**src/rtl/serial_port_rx_pkg.sv**
```systemverilog
// Shared definitions for the board serial port: FSM encodings, default line
// settings and the baud divisor rounding used by both receive and transmit sides.
package serial_port_rx_pkg;

  localparam int DEFAULT_BAUD       = 115200;
  localparam int DEFAULT_OVERSAMPLE = 16;

  // Receiver FSM encodings, kept as plain 3-bit constants for legacy tools.
  typedef logic [2:0] rx_state_t;
  localparam logic [2:0] ST_IDLE  = 3'd0;
  localparam logic [2:0] ST_START = 3'd1;
  localparam logic [2:0] ST_DATA  = 3'd2;
  localparam logic [2:0] ST_STOP  = 3'd3;
  localparam logic [2:0] ST_BREAK = 3'd4;

  // Clocks per oversample tick, rounded to nearest and never below 1.
  function automatic int calc_divisor(input int clk_freq, input int baud,
                                      input int oversample);
    int rate;
    int div;
    rate = baud * oversample;
    div  = (clk_freq + rate / 2) / rate;
    return (div < 1) ? 1 : div;
  endfunction

endpackage

```
**src/rtl/serial_port_rx_if.sv**
```systemverilog
// CPU-facing and line-facing signals of the serial receiver.
// master = the side that drives the line and pops bytes; slave = the receiver.
interface serial_port_rx_if;

  logic       RxD;
  logic       read_enable;
  logic [7:0] data_out;
  logic       data_available;
  logic       overrun;
  logic       frame_error;
  logic       rx_busy;

  modport master (
    output RxD,
    output read_enable,
    input  data_out,
    input  data_available,
    input  overrun,
    input  frame_error,
    input  rx_busy
  );

  modport slave (
    input  RxD,
    input  read_enable,
    output data_out,
    output data_available,
    output overrun,
    output frame_error,
    output rx_busy
  );

endinterface

```
**src/rtl/uart_baud_tick.sv**
```systemverilog
// Free-running oversample tick generator, shared by the UART transmit and
// receive paths. tick is high for one clock each time the counter wraps.
module uart_baud_tick #(
  parameter int DIVISOR = 27
) (
  input  logic clk,
  input  logic rst,
  output logic tick
);

  localparam int            CW   = (DIVISOR > 1) ? $clog2(DIVISOR) : 1;
  localparam logic [CW-1:0] LAST = CW'(DIVISOR - 1);

  logic [CW-1:0] cnt;

  // Count 0..DIVISOR-1 and wrap; never stalls.
  // NOTE: clocked state is always written with <= so every flop samples
  // pre-edge values and simulation matches the synthesised registers.
  always_ff @(posedge clk) begin
    if (rst)               cnt <= '0;
    else if (cnt == LAST)  cnt <= '0;
    else                   cnt <= cnt + 1'b1;
  end

  // With DIVISOR == 1 the counter sits at 0 and tick is high every cycle.
  assign tick = (cnt == LAST);

endmodule

```
**src/rtl/serial_port_rx.sv**
```systemverilog
// 8N1 UART receiver: synchronises RxD, finds the start bit by oversampling,
// samples each bit near its centre, and holds one byte for the CPU with a
// valid/read handshake, sticky overrun and a frame-error pulse.
module serial_port_rx
  import serial_port_rx_pkg::*;
#(
  parameter int CLK_FREQ   = 50000000,
  parameter int BAUD       = DEFAULT_BAUD,
  parameter int OVERSAMPLE = DEFAULT_OVERSAMPLE
) (
  input  logic              clk,
  input  logic              rst,
  serial_port_rx_if.slave   bus
);

  localparam int            DIVISOR   = calc_divisor(CLK_FREQ, BAUD, OVERSAMPLE);
  localparam int            SW        = $clog2(OVERSAMPLE);
  localparam logic [SW-1:0] HALF_LAST = SW'(OVERSAMPLE / 2 - 1);
  localparam logic [SW-1:0] BIT_LAST  = SW'(OVERSAMPLE - 1);

  logic          tick;
  logic          rxd_meta;
  logic          rxd_s;
  rx_state_t     state;
  logic [SW-1:0] scnt;
  logic [2:0]    bcnt;
  logic [7:0]    shift_reg;
  logic          stop_sample;
  logic          good_stop;
  logic          rd_ok;
  logic [7:0]    data_q;
  logic          avail_q;
  logic          overrun_q;
  logic          ferr_q;

  uart_baud_tick #(.DIVISOR(DIVISOR)) u_tick (
    .clk  (clk),
    .rst  (rst),
    .tick (tick)
  );

  // Two-flop synchroniser; resets to the idle (high) line level.
  always_ff @(posedge clk) begin
    if (rst) begin
      rxd_meta <= 1'b1;
      rxd_s    <= 1'b1;
    end else begin
      rxd_meta <= bus.RxD;
      rxd_s    <= rxd_meta;
    end
  end

  assign stop_sample = (state == ST_STOP) && tick && (scnt == BIT_LAST);
  assign good_stop   = stop_sample && rxd_s;
  assign rd_ok       = bus.read_enable && avail_q;

  // Frame FSM: start-bit qualification, LSB-first data capture, stop check.
  always_ff @(posedge clk) begin
    if (rst) begin
      state     <= ST_IDLE;
      scnt      <= '0;
      bcnt      <= '0;
      shift_reg <= '0;
      ferr_q    <= 1'b0;
    end else begin
      ferr_q <= 1'b0;
      case (state)
        ST_IDLE: begin
          if (!rxd_s) begin
            state <= ST_START;
            scnt  <= '0;
          end
        end
        ST_START: begin
          if (tick) begin
            if (scnt == HALF_LAST) begin
              scnt <= '0;
              bcnt <= '0;
              // A line that is high again at mid start bit was only a glitch.
              state <= rxd_s ? ST_IDLE : ST_DATA;
            end else begin
              scnt <= scnt + 1'b1;
            end
          end
        end
        ST_DATA: begin
          if (tick) begin
            if (scnt == BIT_LAST) begin
              scnt      <= '0;
              shift_reg <= {rxd_s, shift_reg[7:1]};
              bcnt      <= bcnt + 1'b1;
              if (bcnt == 3'd7) state <= ST_STOP;
            end else begin
              scnt <= scnt + 1'b1;
            end
          end
        end
        ST_STOP: begin
          if (stop_sample) begin
            scnt <= '0;
            if (rxd_s) begin
              state <= ST_IDLE;
            end else begin
              ferr_q <= 1'b1;
              state  <= ST_BREAK;
            end
          end else if (tick) begin
            scnt <= scnt + 1'b1;
          end
        end
        ST_BREAK: begin
          // A held-low line stays here so it cannot be mistaken for 0x00 bytes.
          if (rxd_s) state <= ST_IDLE;
        end
        default: state <= ST_IDLE;
      endcase
    end
  end

  // One-entry holding buffer: load, same-cycle pop+load, or drop with overrun.
  always_ff @(posedge clk) begin
    if (rst) begin
      data_q    <= '0;
      avail_q   <= 1'b0;
      overrun_q <= 1'b0;
    end else if (good_stop) begin
      if (!avail_q || bus.read_enable) begin
        data_q  <= shift_reg;
        avail_q <= 1'b1;
      end else begin
        overrun_q <= 1'b1;
      end
    end else if (rd_ok) begin
      avail_q   <= 1'b0;
      overrun_q <= 1'b0;
    end
  end

  assign bus.data_out       = data_q;
  assign bus.data_available = avail_q;
  assign bus.overrun        = overrun_q;
  assign bus.frame_error    = ferr_q;
  assign bus.rx_busy        = (state != ST_IDLE);

endmodule

```
**src/flat_wrapper.sv**
```systemverilog
// flat-port wrapper written by rule: the top's interface ports become plain ports
module serial_port_rx_flat import serial_port_rx_pkg::*;
#(
  parameter int CLK_FREQ   = 50000000,
  parameter int BAUD       = DEFAULT_BAUD,
  parameter int OVERSAMPLE = DEFAULT_OVERSAMPLE
)
  (clk, rst, bus_RxD, bus_read_enable, bus_data_out, bus_data_available, bus_overrun, bus_frame_error, bus_rx_busy);
  serial_port_rx_if bus_i ();
  input  logic clk;
  input  logic rst;
  input wire logic [$bits(bus_i.RxD)-1:0] bus_RxD;
  input wire logic [$bits(bus_i.read_enable)-1:0] bus_read_enable;
  output wire logic [$bits(bus_i.data_out)-1:0] bus_data_out;
  output wire logic [$bits(bus_i.data_available)-1:0] bus_data_available;
  output wire logic [$bits(bus_i.overrun)-1:0] bus_overrun;
  output wire logic [$bits(bus_i.frame_error)-1:0] bus_frame_error;
  output wire logic [$bits(bus_i.rx_busy)-1:0] bus_rx_busy;
  assign bus_i.RxD = bus_RxD;
  assign bus_i.read_enable = bus_read_enable;
  assign bus_data_out = bus_i.data_out;
  assign bus_data_available = bus_i.data_available;
  assign bus_overrun = bus_i.overrun;
  assign bus_frame_error = bus_i.frame_error;
  assign bus_rx_busy = bus_i.rx_busy;
  serial_port_rx #(.CLK_FREQ(CLK_FREQ), .BAUD(BAUD), .OVERSAMPLE(OVERSAMPLE)) u_core (.clk(clk), .rst(rst), .bus(bus_i));
endmodule
```
**config.mk**
```make
export PLATFORM = sky130hd
export DESIGN_NAME = serial_port_rx_flat
export DESIGN_NICKNAME = d
export VERILOG_FILES = /design/src/rtl/serial_port_rx_pkg.sv /design/src/rtl/serial_port_rx_if.sv /design/src/rtl/uart_baud_tick.sv /design/src/rtl/serial_port_rx.sv /design/src/flat_wrapper.sv
export SDC_FILE = /design/constraint.sdc
export NUM_CORES = 1
export LEC_CHECK = 0
export CAP_MARGIN = 30
export CORE_ASPECT_RATIO = 0.5
export CORE_MARGIN = 2
export CORE_UTILIZATION = 55
export DETAILED_ROUTE_END_ITERATION = 6
export GPL_ROUTABILITY_DRIVEN = 0
export MAX_ROUTING_LAYER = met4
export PLACE_DENSITY = 0.77
export REMOVE_ABC_BUFFERS = 1
export SYNTH_ARGS = -nofsm -noshare
export SYNTH_HDL_FRONTEND = slang
export SYNTH_SLANG_ARGS = --single-unit
```
**constraint.sdc**
```tcl
create_clock -name clk -period 2.9 [get_ports clk]
set_input_delay 0.58 -clock clk [delete_from_list [all_inputs] [get_ports clk]]
set_output_delay 0.58 -clock clk [all_outputs]
set_load 0.005 [all_outputs]
```
==> summary by stage, run 1 <==
Power
Of the total power, the share spent switching nets is 0.229. The power per unit of standard cell area is ~480 nW/µm². The standby leakage power is approximately 0.8 nW.

The power share of the combinational group is 0.042. The power share of the sequential group is 0.550. The worst-case vdd ir drop is about 350 µV.

The cell internal power dissipation is approximately 700 µW. In this run the power spent charging and discharging nets is between 200 and 250 µW. The clock power share is 0.408.

Cells and area
The design area is 1910 µm². The ratio of cells with drive above 1 in the final layout is 0.101. 0 antenna diodes ended up in the layout. The net count of the finished layout is 197. The count of fill cells added during filler insertion is 238. The area added between synthesis and finish is 14.7%.

Clock tree
The longest clock path from root to sink contains 2 buffers. The number of buffers created by CTS is 5. After clock tree synthesis, the repair step resized 0 gates. The clock sink total is 36. The cell chosen for the clock root is sky130_fd_sc_hd__clkbuf_8.

The setup fix buffers added after clock tree synthesis is 0. The number of H-tree branching levels is 2. The later pin in the worst-skew pair is clocked with a latency of 0.30 ns. The number of buffers added to fix hold violations after cts is 0. The CTS tree is built. After clock tree synthesis, the clock-pin slew on the worst setup and hold paths is 0.08 ns.

Synth
The number of warnings issued by yosys is 0. The basic-gate share of the synthesized area counting and, or, nand and nor cells is 0.207. The share of the Yosys chip area taken by registers is 0.433. Each instance of the synthesized netlist takes up on average ~9.4 µm². The proportion of synthesized flip-flops having asynchronous set or reset is 0. The xor/xnor share of the synthesized area is 0.0105.

The cell area that synthesis handed to floorplanning was about 1700 µm². Synthesis handed over a netlist of 177 instances. The prevailing post-synth register cell is sky130_fd_sc_hd__dfxtp_1.

Yosys mapped a number of flops with a built-in enable equal to 0. The number of flip-flops and latches in the synthesized netlist is 36. The area fraction in compound gates after synthesis is 0.177.

Of the total synthesized cell area, the portion taken by full adders, half adders and majority gates is 0.0376. The combinational family with the most area after synthesis is simple AND/OR/NAND/NOR gates. The mux share of post-synthesis cell area is 0.0796. Synthesis instantiated 43 different standard cells from the library.

Critical path
Among cell families on the critical path, the largest total delay comes from simple AND/OR/NAND/NOR gates. The data arrival at the endpoint of the critical path is about 1.8 ns. The largest fanout on the critical path is 13. Traced cell by cell, the critical path runs through nor2_1 > nand2_1 > clkdlybuf4s50_1. STA classifies the critical path endpoint as a primary output. The category of the critical setup timing path is reg2out. The maximum single-stage delay on the critical path is approximately 0.48 ns. The type of origin of the critical path is a flop. The number of buffers and inverters on the critical path is 1. The slowest library cell on the worst path is sky130_fd_sc_hd__nor2_1.

The required time of the critical path is about 2.3 ns.

Timing
The number of hold violations in the final report is 0. The fmax is approximately 420 MHz. The number of pins exceeding their max-slew limit in the final report is 0. Setup repair after global routing left no endpoint under its margin. The accumulated negative setup slack is 0 ns.

The clock skew after layout is roughly 0.012 ns. The worst path setup slack after routing is 0.537 ns. Of the available clock period, the critical path in the final layout requires 0.815.

The final hold slack is about 0.42 ns. Headroom to the max-slew limit came out at 0.444. The worst-margin pin slew is 0.828 ns.

The clock period could shrink to about 2.4 ns. The count of final setup violators is 0.

Place
The placed wire-length estimate is 2190 µm. OpenSTA, run right after detailed placement, puts the worst setup slack at approximately 0.75 ns. The port buffer count is 15. The cell area after placement is 1820 µm².

Global routing
After global routing the overflow that remains totals 0. The pin count of the biggest net entering global routing is 20. Across every metal layer, demand over resource in global routing totals 0.215. The first global-routing pass estimated between 5000 and 6000 µm of wire. The via count of the first global-routing pass is roughly 1200. The initial antenna violation count was 0.

Routing
The final layout contains routed wiring with a total length of between 3000 and 4000 µm. The average detailed-routed wire length per instance is about 14 µm. In this run, the number of DRC markers left after iteration 0 of detailed routing was around 130.

The average via count per standard cell is between 5 and 6. The total number of vias is about 1300. After detailed routing, the number of remaining DRC violations is 0.

The post-detailed-route count of antenna-violating nets is 0. For this run, the detailed router's first-pass iteration total came to 6.

Floorplan
The die area is around 3500 µm². The starting utilization of the core area is 0.566. The height of the die is between 40 and 50 µm. The floorplan has 14 rows. The total I/O pin count is 16. The die is around 82 µm wide.

The area of the core is slightly below 3000 µm².

Run status
The run finished with clean final reports.

Min path
The min-delay analysis places its worst path in the category reg2reg.

Run
The reported max-cap violation count is 0.
## layer usage
metal	routed length, µm	global-route usage	part of all wire
met1	1590	0.280	0.49
met2	1460	0.306	0.45
met3	151	0.0702	0.046
met4	48	0.0900	0.015
met5	0	-	0
## cell families (layout without fill, tap and decap cells)
family          Yosys count  count (layout)
compound gates           40              40
xor+xnor                  2               2
fa+ha+maj                 5               5
buf+inv                  18              30
flops                    36              36
mux                      13              13
simple gates             63              63
## cell usage in the layout, fill, tap and decap left out, types with 2 or more instances in the layout
cell / instances
sky130_fd_sc_hd__dfxtp_1: 36
sky130_fd_sc_hd__nor2_1: 19
sky130_fd_sc_hd__nand2_1: 18
sky130_fd_sc_hd__clkdlybuf4s50_1: 15
sky130_fd_sc_hd__a21oi_1: 12
sky130_fd_sc_hd__mux2i_1: 11
sky130_fd_sc_hd__a41o_1: 8
sky130_fd_sc_hd__clkbuf_8: 6
sky130_fd_sc_hd__ha_1: 5
sky130_fd_sc_hd__inv_1: 4
sky130_fd_sc_hd__nand4_1: 3
sky130_fd_sc_hd__a31oi_1: 3
sky130_fd_sc_hd__nor2b_1: 3
sky130_fd_sc_hd__a22o_1: 3
sky130_fd_sc_hd__buf_4: 3
sky130_fd_sc_hd__nand3_1: 2
sky130_fd_sc_hd__mux2_2: 2
sky130_fd_sc_hd__o21ai_0: 2
sky130_fd_sc_hd__nand3b_1: 2
sky130_fd_sc_hd__nor3_1: 2
sky130_fd_sc_hd__a21boi_0: 2
sky130_fd_sc_hd__or2_2: 2
sky130_fd_sc_hd__nor4_1: 2
sky130_fd_sc_hd__o2111ai_1: 2
sky130_fd_sc_hd__a211o_1: 2
## per-stage QoR
stage / total power, mW / cells / utilization
2_1_floorplan: 0.537 / 163 / -
3_3_place_gp: 0.554 / 221 / 0.617
3_5_place_dp: 0.555 / 221 / 0.617
4_1_cts: 0.931 / 229 / 0.649
5_1_grt: 0.947 / 229 / 0.649
6_report: 0.921 / 229 / 0.649
## layout make-up
| cell class | instances | area (µm²) | share of cell area |
|---|---|---|---|
| flip-flops and latches | 36 | 721 | 0.377 |
| well taps | 40 | 50.0 | 0.0262 |
| inverters | 4 | 15.0 | 0.00786 |
| clock inverters | 1 | 7.51 | 0.00393 |
| clock buffers | 7 | 86.3 | 0.0452 |
| repair buffers | 18 | 173 | 0.0904 |
| multi-input cells | 123 | 858 | 0.449 |
## synth_stat cells (all sizes together) (2+ instances only)
cell      n  area (µm²)
nor4      4        40.0
nor2     19        71.3
nand3     2        10.0
mux2i    11         110
a22o      3        26.3
nand4     3        18.8
or2       2        12.5
a31oi     3        18.8
a41o      8        80.1
ha        5        62.6
mux2      2        22.5
dfxtp    36         721
buf       8        55.1
inv       4        15.0
clkbuf    6        22.5
o21ai     2        10.0
a211o     2        17.5
a21boi    2        15.0
nor2b     3        18.8
nand3b    2        15.0
nand2    18        67.6
a21oi    13        68.8
nor3      2        10.0
o2111ai   2        17.5
## power by group through the flow
stage	Combinational [mW]	Sequential [mW]	Clock [mW]
2_1_floorplan	0.0213	0.516	0
3_3_place_gp	0.0363	0.517	0
3_5_place_dp	0.0373	0.518	0
4_1_cts	0.0383	0.506	0.387
5_1_grt	0.0423	0.507	0.397
6_report	0.0385	0.507	0.376
## final timing paths
path / start / end / slack [ns] / depth (start not counted)
setup / recovery: u_core.state[0]$_SDFFE_PP0P_ / bus_rx_busy / 0.54 / 3
hold reg to reg: u_core.rxd_meta$_SDFF_PP1_ / u_core.rxd_s$_SDFF_PP1_ / 0.42 / 1
hold / removal: u_core.rxd_meta$_SDFF_PP1_ / u_core.rxd_s$_SDFF_PP1_ / 0.42 / 1
setup reg to reg: u_core.scnt[0]$_SDFFE_PP0P_ / u_core.bus.data_out[7]$_SDFFE_PP0P_ / 0.72 / 5
Power figures use the tool's default switching activity.
==> inputs of run 2 (changes only) <==
Clock period 2.9 ns to 2.2 ns, I/O delays scaled along.
==> summary by stage, run 2 (synthesis gave the netlist of run 1 again) <==
Run status
Result of the run: complete, no violations (unchanged).

Critical path
The type of origin of the critical path is a flop (unchanged). The endpoint kind of the worst setup timing path is a primary output (unchanged). The required time of the critical path came to 1.76 ns (was 2.32 ns). The category of the critical setup timing path is reg2out (unchanged). The total buffers and inverters traversed by the critical path was 1 (unchanged). The register-to-register setup slack was 0.37 ns (was 0.72 ns). The slowest library cell on the worst path is sky130_fd_sc_hd__dfxtp_1 (was sky130_fd_sc_hd__nor2_1).

Cell-by-cell trace of the critical path: nor2_1 > nand2_1 > clkdlybuf4s50_1 (unchanged). The largest fanout on the critical path came to 13 (unchanged). The top cell family by delay on the critical path is flip-flops (was simple AND/OR/NAND/NOR gates). The destination of the worst register-to-register timing path is u_core.bus.data_out[2]$_SDFFE_PP0P_ (was u_core.bus.data_out[7]$_SDFFE_PP0P_).

The data arrival at the endpoint of the critical path is 1.58 ns (was 1.78 ns). The cell depth of the worst flop-to-flop path is 6 (was 5). The maximum single-stage delay on the critical path came to 0.59 ns (was 0.48 ns). The startpoint of the most critical register-to-register path is u_core.scnt[0]$_SDFFE_PP0P_ (unchanged).

Cells and area
The count of fill cells added during filler insertion was 238 (unchanged). The combined flip-flop and latch cell area is 721 µm² (unchanged). The final instance count without filler cells came to 233 (was 229). The ratio of cells with drive above 1 in the final layout came to 0.119 (was 0.101).

Most frequent cells in the layout: sky130_fd_sc_hd__dfxtp_1 (36), sky130_fd_sc_hd__nor2_1 (19), sky130_fd_sc_hd__nand2_1 (18), sky130_fd_sc_hd__clkdlybuf4s50_1 (15), sky130_fd_sc_hd__a21oi_1 (12) (unchanged). The area added between synthesis and finish is 17.4% (was 14.7%). The final core utilization is 0.664 (was 0.649).

The most common cell after layout, fill and taps aside is sky130_fd_sc_hd__dfxtp_1 (unchanged). The number of nets in the layout is 201 (was 197). The area occupied by multi-input gates was 858 µm² (unchanged). The number of antenna diodes is 0 (unchanged).

Run
The reported max-cap violation count is 0 (unchanged).

Place
The post-placement cell count was 225 (was 221). The placed wire-length estimate was 2180 µm (was 2190 µm). The port buffer count is 15 (unchanged).

Timing
Setup repair after global routing missed its margin: false (unchanged). Static timing analysis puts the maximum clock frequency at roughly 500 MHz. The clock skew after layout is 0.00625 ns (was 0.0120 ns). The number of pins exceeding their max-slew limit in the final report is 0 (unchanged). The final critical path time including I/O delays and setup is between 2 and 2.5 ns. The count of final setup violators is 0 (unchanged).

The share of the clock period used by the worst path after layout is 0.917. The worst-margin pin slew is 0.591 ns (was 0.828 ns). The worst relative slew slack is 0.606 (was 0.444). The number of hold violations in the final report is 0 (unchanged).

Global routing
The global route total overflow is 0 (unchanged). The via count of the first global-routing pass is 1190 (was 1188). The initial antenna violation count was 0 (unchanged). The pin count of the biggest net entering global routing is 20 (unchanged). The global-route wire length before repair is 5660 µm (was 5460 µm). The total routing resource utilization after global routing is 0.222 (was 0.215).

Clock tree
The number of buffers added to fix hold violations after cts is 0 (unchanged). The worst-case clock buffer depth is 2 (unchanged). The post-cts sizing count is 0 (unchanged). The clock sink total is 36 (unchanged).

The clock slew seen by the registers of the worst setup and hold paths is 0.07 ns (was 0.08 ns). The clock latency reported for the late side of the worst-skew pair is 0.29 ns (was 0.30 ns). The number of H-tree branching levels is 2 (unchanged). The CTS tree is built (unchanged).

The setup fix buffers added after clock tree synthesis was 0 (unchanged). The cell chosen for the clock root is sky130_fd_sc_hd__clkbuf_8 (unchanged). The number of buffers created by CTS is 5 (unchanged).

Power
The power per unit of standard cell area is 662 nW/µm² (was 482 nW/µm²). The standby leakage power is 0.819 nW (was 0.789 nW). The worst-case vdd ir drop is 388 µV (was 350 µV).

Routing
The overall routed net length was 3220 µm (was 3250 µm). The number of remaining DRC errors is 0 (unchanged). The average via count per standard cell is 5.69 (was 5.84). The total number of vias came to 1326 (was 1337). The average detailed-routed wire length per instance came to 13.8 µm (was 14.2 µm). The first-pass iteration count of the detailed router is 4 (was 6).

The starting DRC count in detailed routing is 103 (was 126). The post-detailed-route count of antenna-violating nets is 0 (unchanged).

Min path
The worst min-delay path endpoint is u_core.rxd_s$_SDFF_PP1_ (unchanged). The start point of the worst hold path is u_core.rxd_meta$_SDFF_PP1_ (unchanged). The class of the tightest hold or removal check is reg2reg (unchanged). The hold-critical path depth is 1 (unchanged).

Floorplan
The area of the core is 2940 µm² (unchanged). The die area was 3510 µm² (unchanged). The width of the die is 81.8 µm (unchanged). The starting utilization of the core area is 0.566 (unchanged). The total I/O pin count was 16 (unchanged).

The number of placement rows is 14 (unchanged). The height of the die is 42.9 µm (unchanged).
[run 2: changes by cell type in the layout (fill, tap and decap cells not counted), sizes merged]
cell	previous run	this run
clkbuf	7	6
clkinvlp	1	0
bufinv	0	1
buf	3	7
clkinv	0	1
[run 2: how the worst max path moves through the flow]
stage	end	from	slack, ns	cells past startpoint
after floorplan	u_core.bcnt[0]$_SDFFE_PP0P_	u_core.scnt[0]$_SDFFE_PP0P_	-0.33	5
after global placement	u_core.bus.data_out[2]$_SDFFE_PP0P_	bus_read_enable	0.35	4
after detailed placement	u_core.bus.data_out[4]$_SDFFE_PP0P_	bus_read_enable	0.28	4
after CTS	bus_rx_busy	u_core.state[0]$_SDFFE_PP0P_	0.18	3
after global routing	bus_rx_busy	u_core.state[0]$_SDFFE_PP0P_	0.08	3
final	bus_rx_busy	u_core.state[0]$_SDFFE_PP0P_	0.18	3
[run 2: stage by stage]
| stage | TNS, ns | hold slack, ns | setup slack, ns | total power, mW | instance area (µm²) |
|---|---|---|---|---|---|
| after floorplan | -3.13 | 0.389 | -0.329 | 0.708 | 1590 |
| after global routing | 0 | 0.450 | 0.0814 | 1.33 | 1950 |
| final | 0 | 0.426 | 0.183 | 1.29 | 1950 |
| after detailed placement | 0 | 0.408 | 0.285 | 0.735 | 1850 |
| after global placement | 0 | 0.396 | 0.347 | 0.732 | 1850 |
| after CTS | 0 | 0.428 | 0.178 | 1.30 | 1950 |
[run 2: routing by layer]
layer / global-route usage / up-vias / share of wire
met5: - / - / 0
met4: 0.100 / 0 / 0.018
met3: 0.0723 / 9 / 0.059
met2: 0.302 / 33 / 0.46
met1: 0.299 / 613 / 0.46
li1: - / 671 / -
[run 2: area by class of cell]
class / count / share of cell area
tap: 40 / 0.0256
clock buffer: 6 / 0.0371
multi-input combinational: 123 / 0.439
timing repair buffer: 22 / 0.104
inverter: 4 / 0.00768
sequential: 36 / 0.369
clock inverter: 2 / 0.0179
[run 2: worst reg2reg max path: stages (launching register included)]
cell and delay, ns:
sky130_fd_sc_hd__dfxtp_1 0.36, sky130_fd_sc_hd__ha_1 0.27, sky130_fd_sc_hd__nand4_1 0.31, sky130_fd_sc_hd__nor4_4 0.22, sky130_fd_sc_hd__buf_4 0.25, sky130_fd_sc_hd__a21oi_1 0.09
sky130_fd_sc_hd__a41o_1 0.22
[run 2: report_power, final]
group | total [mW] | switching, mW | internal [mW]
logic | 0.0529 | 0.0288 | 0.0240
registers | 0.668 | 0.00933 | 0.658
clock network | 0.574 | 0.237 | 0.336
total | 1.29 | 0.276 | 1.02
==> inputs of run 3 (changes only) <==
Settings changed: CORE_ASPECT_RATIO 0.5 to 0.9, CORE_MARGIN 2 to 5, CORE_UTILIZATION 55 to 35, PLACE_DENSITY 0.77 to default.
==> summary by stage, run 3 (synthesis gave the netlist of run 1 again) <==
Run status
Result of the run: complete, no violations (unchanged).

Run
The reported max-cap violation count is 0 (unchanged).

Floorplan
The height of the die is 75.4 µm (was 42.9 µm). The width of the die was 82.7 µm (was 81.8 µm). The number of placement rows is 23 (was 14).

The starting utilization of the core area is 0.369 (was 0.566). The area of the core was 4520 µm² (was 2940 µm²). The total I/O pin count is 16 (unchanged).

The die area was 6240 µm² (was 3510 µm²).

Critical path
The endpoint kind of the worst setup timing path is a primary output (unchanged). The category of the critical setup timing path is reg2out (unchanged). Cell-by-cell trace of the critical path: nor2_1 > nand2_1 > clkdlybuf4s50_1 (unchanged).

The startpoint of the most critical register-to-register path is u_core.scnt[0]$_SDFFE_PP0P_ (unchanged). The largest fanout on the critical path is 13 (unchanged). The slowest library cell on the worst path was sky130_fd_sc_hd__dfxtp_1 (unchanged). The top cell family by delay on the critical path is flip-flops (unchanged). The total buffers and inverters traversed by the critical path is 1 (unchanged). The data arrival at the endpoint of the critical path is 1.58 ns (about the same). The source of the critical timing path is u_core.state[0]$_SDFFE_PP0P_ (unchanged). The maximum single-stage delay on the critical path is 0.57 ns (was 0.59 ns). The type of origin of the critical path is a flop (unchanged).

The required time of the critical path was 1.76 ns (about the same).

Cells and area
The design area is 1960 µm² (was 1950 µm²). Most frequent cells in the layout: sky130_fd_sc_hd__dfxtp_1 (36), sky130_fd_sc_hd__nor2_1 (19), sky130_fd_sc_hd__nand2_1 (18), sky130_fd_sc_hd__clkdlybuf4s50_1 (15), sky130_fd_sc_hd__a21oi_1 (12) (unchanged). The ratio of cells with drive above 1 in the final layout came to 0.115 (was 0.119). The area added between synthesis and finish is 17.4% (about the same). The final core utilization was 0.433 (was 0.664).

The number of antenna diodes is 0 (unchanged). The final instance count without filler cells was 253 (was 233). The most common cell after layout, fill and taps aside is sky130_fd_sc_hd__dfxtp_1 (unchanged). The number of nets in the layout came to 199 (was 201). The count of fill cells added during filler insertion is 451 (was 238).

Timing
The final critical path time including I/O delays and setup is 2.02 ns (about the same). The clock skew after layout came to 0.00598 ns (was 0.00625 ns). The number of hold violations in the final report is 0 (unchanged). The accumulated negative setup slack came to 0 ns (unchanged).

The worst relative slew slack is 0.517 (was 0.606). The number of pins exceeding their max-slew limit in the final report came to 0 (unchanged). The worst path setup slack after routing came to 0.184 ns (was 0.183 ns).

The worst-margin pin slew was 0.724 ns (was 0.591 ns). Setup repair after global routing missed its margin: false (unchanged). The fmax came to 496 MHz (about the same).

The share of the clock period used by the worst path after layout is 0.916 (was 0.917). The count of final setup violators is 0 (unchanged). The final hold slack is 0.414 ns (was 0.426 ns).

Routing
The post-detailed-route count of antenna-violating nets came to 0 (unchanged). The overall routed net length is 3390 µm (was 3220 µm). The starting DRC count in detailed routing came to 186 (was 103). The average via count per standard cell came to 5.32 (was 5.69). The number of remaining DRC errors is 0 (unchanged). The total number of vias is 1347 (was 1326). The first-pass iteration count of the detailed router is 5 (was 4). The average detailed-routed wire length per instance is 13.4 µm (was 13.8 µm).

Clock tree
The setup fix buffers added after clock tree synthesis came to 0 (unchanged). The cell chosen for the clock root is sky130_fd_sc_hd__clkbuf_8 (unchanged). The CTS tree is built (unchanged). The post-cts sizing count came to 0 (unchanged). The number of buffers created by CTS is 5 (unchanged). The number of buffers added to fix hold violations after cts is 0 (unchanged). The clock sink total came to 36 (unchanged). The clock slew seen by the registers of the worst setup and hold paths is 0.08 ns (was 0.07 ns).

The clock latency reported for the late side of the worst-skew pair came to 0.29 ns (about the same). The worst-case clock buffer depth was 2 (unchanged). The number of H-tree branching levels came to 2 (unchanged).

Place
The port buffer count is 15 (unchanged). The setup slack after placement is 0.0796 ns (was 0.285 ns). The placed wire-length estimate is 2370 µm (was 2180 µm).

The cell area after placement is 1860 µm² (was 1850 µm²). The post-placement cell count was 245 (was 225).

Power
The clock power share is 0.412 (was 0.443). The worst-case vdd ir drop was 268 µV (was 388 µV). The switching share of total power is 0.233 (was 0.213).

The power share of the sequential group is 0.548 (was 0.516). The power share of the combinational group came to 0.040 (was 0.041). The standby leakage power is 0.806 nW (was 0.819 nW). The cell internal power dissipation is 936 µW (was 1.02 mW).

The power per unit of standard cell area came to 623 nW/µm² (was 662 nW/µm²). The sum of internal, switching and leakage power is 1.22 mW (was 1.29 mW). The power dissipated by switching net loads is 283 µW (was 276 µW).

Global routing
The initial antenna violation count came to 0 (unchanged). The total routing resource utilization after global routing is 0.130 (was 0.222). The global route total overflow is 0 (unchanged). The pin count of the biggest net entering global routing is 24 (was 20). The via count of the first global-routing pass is 1295 (was 1190).

The global-route wire length before repair is 6000 µm (was 5660 µm).

Min path
The class of the tightest hold or removal check is reg2reg (unchanged). The start point of the worst hold path is u_core.rxd_meta$_SDFF_PP1_ (unchanged).
run 3: power by group through the flow:
stage          clock, mW  combinational [mW]  sequential (mW)
2_1_floorplan          0              0.0280            0.680
3_3_place_gp           0              0.0473            0.682
3_5_place_dp           0              0.0485            0.683
4_1_cts            0.519              0.0487            0.668
5_1_grt            0.543              0.0548            0.669
6_report           0.503              0.0487            0.668
run 3: worst paths after layout:
path | endpoint | slack (ns) | cells past startpoint
setup / recovery | bus_rx_busy | 0.18 | 3
hold / removal | u_core.rxd_s$_SDFF_PP1_ | 0.41 | 1
setup reg to reg | u_core.bus.data_out[4]$_SDFFE_PP0P_ | 0.35 | 6
hold reg to reg | u_core.rxd_s$_SDFF_PP1_ | 0.41 | 1
run 3: cell type report:
type / count / area (µm²) / share of cell area
Inverter: 4 / 15.0 / 0.00768
Tap cell: 62 / 77.6 / 0.0397
Clock buffer: 6 / 82.6 / 0.0422
Timing Repair Buffer: 20 / 188 / 0.0960
Sequential cell: 36 / 721 / 0.369
Multi-Input combinational cell: 123 / 858 / 0.439
Clock inverter: 2 / 13.8 / 0.00704
run 3: metal layers:
metal | GRT usage | part of all wire
met1 | 0.148 | 0.45
met2 | 0.206 | 0.48
met3 | 0.0402 | 0.046
met4 | 0.0690 | 0.026
met5 | - | 0
run 3: worst reg2reg max path, cell delays in order (launching register included):
cell,delay (ns)
sky130_fd_sc_hd__dfxtp_1,0.37
sky130_fd_sc_hd__ha_1,0.27
sky130_fd_sc_hd__nand4_1,0.29
sky130_fd_sc_hd__nor4_4,0.22
sky130_fd_sc_hd__buf_4,0.25
sky130_fd_sc_hd__a21oi_1,0.10
sky130_fd_sc_hd__a41o_1,0.23
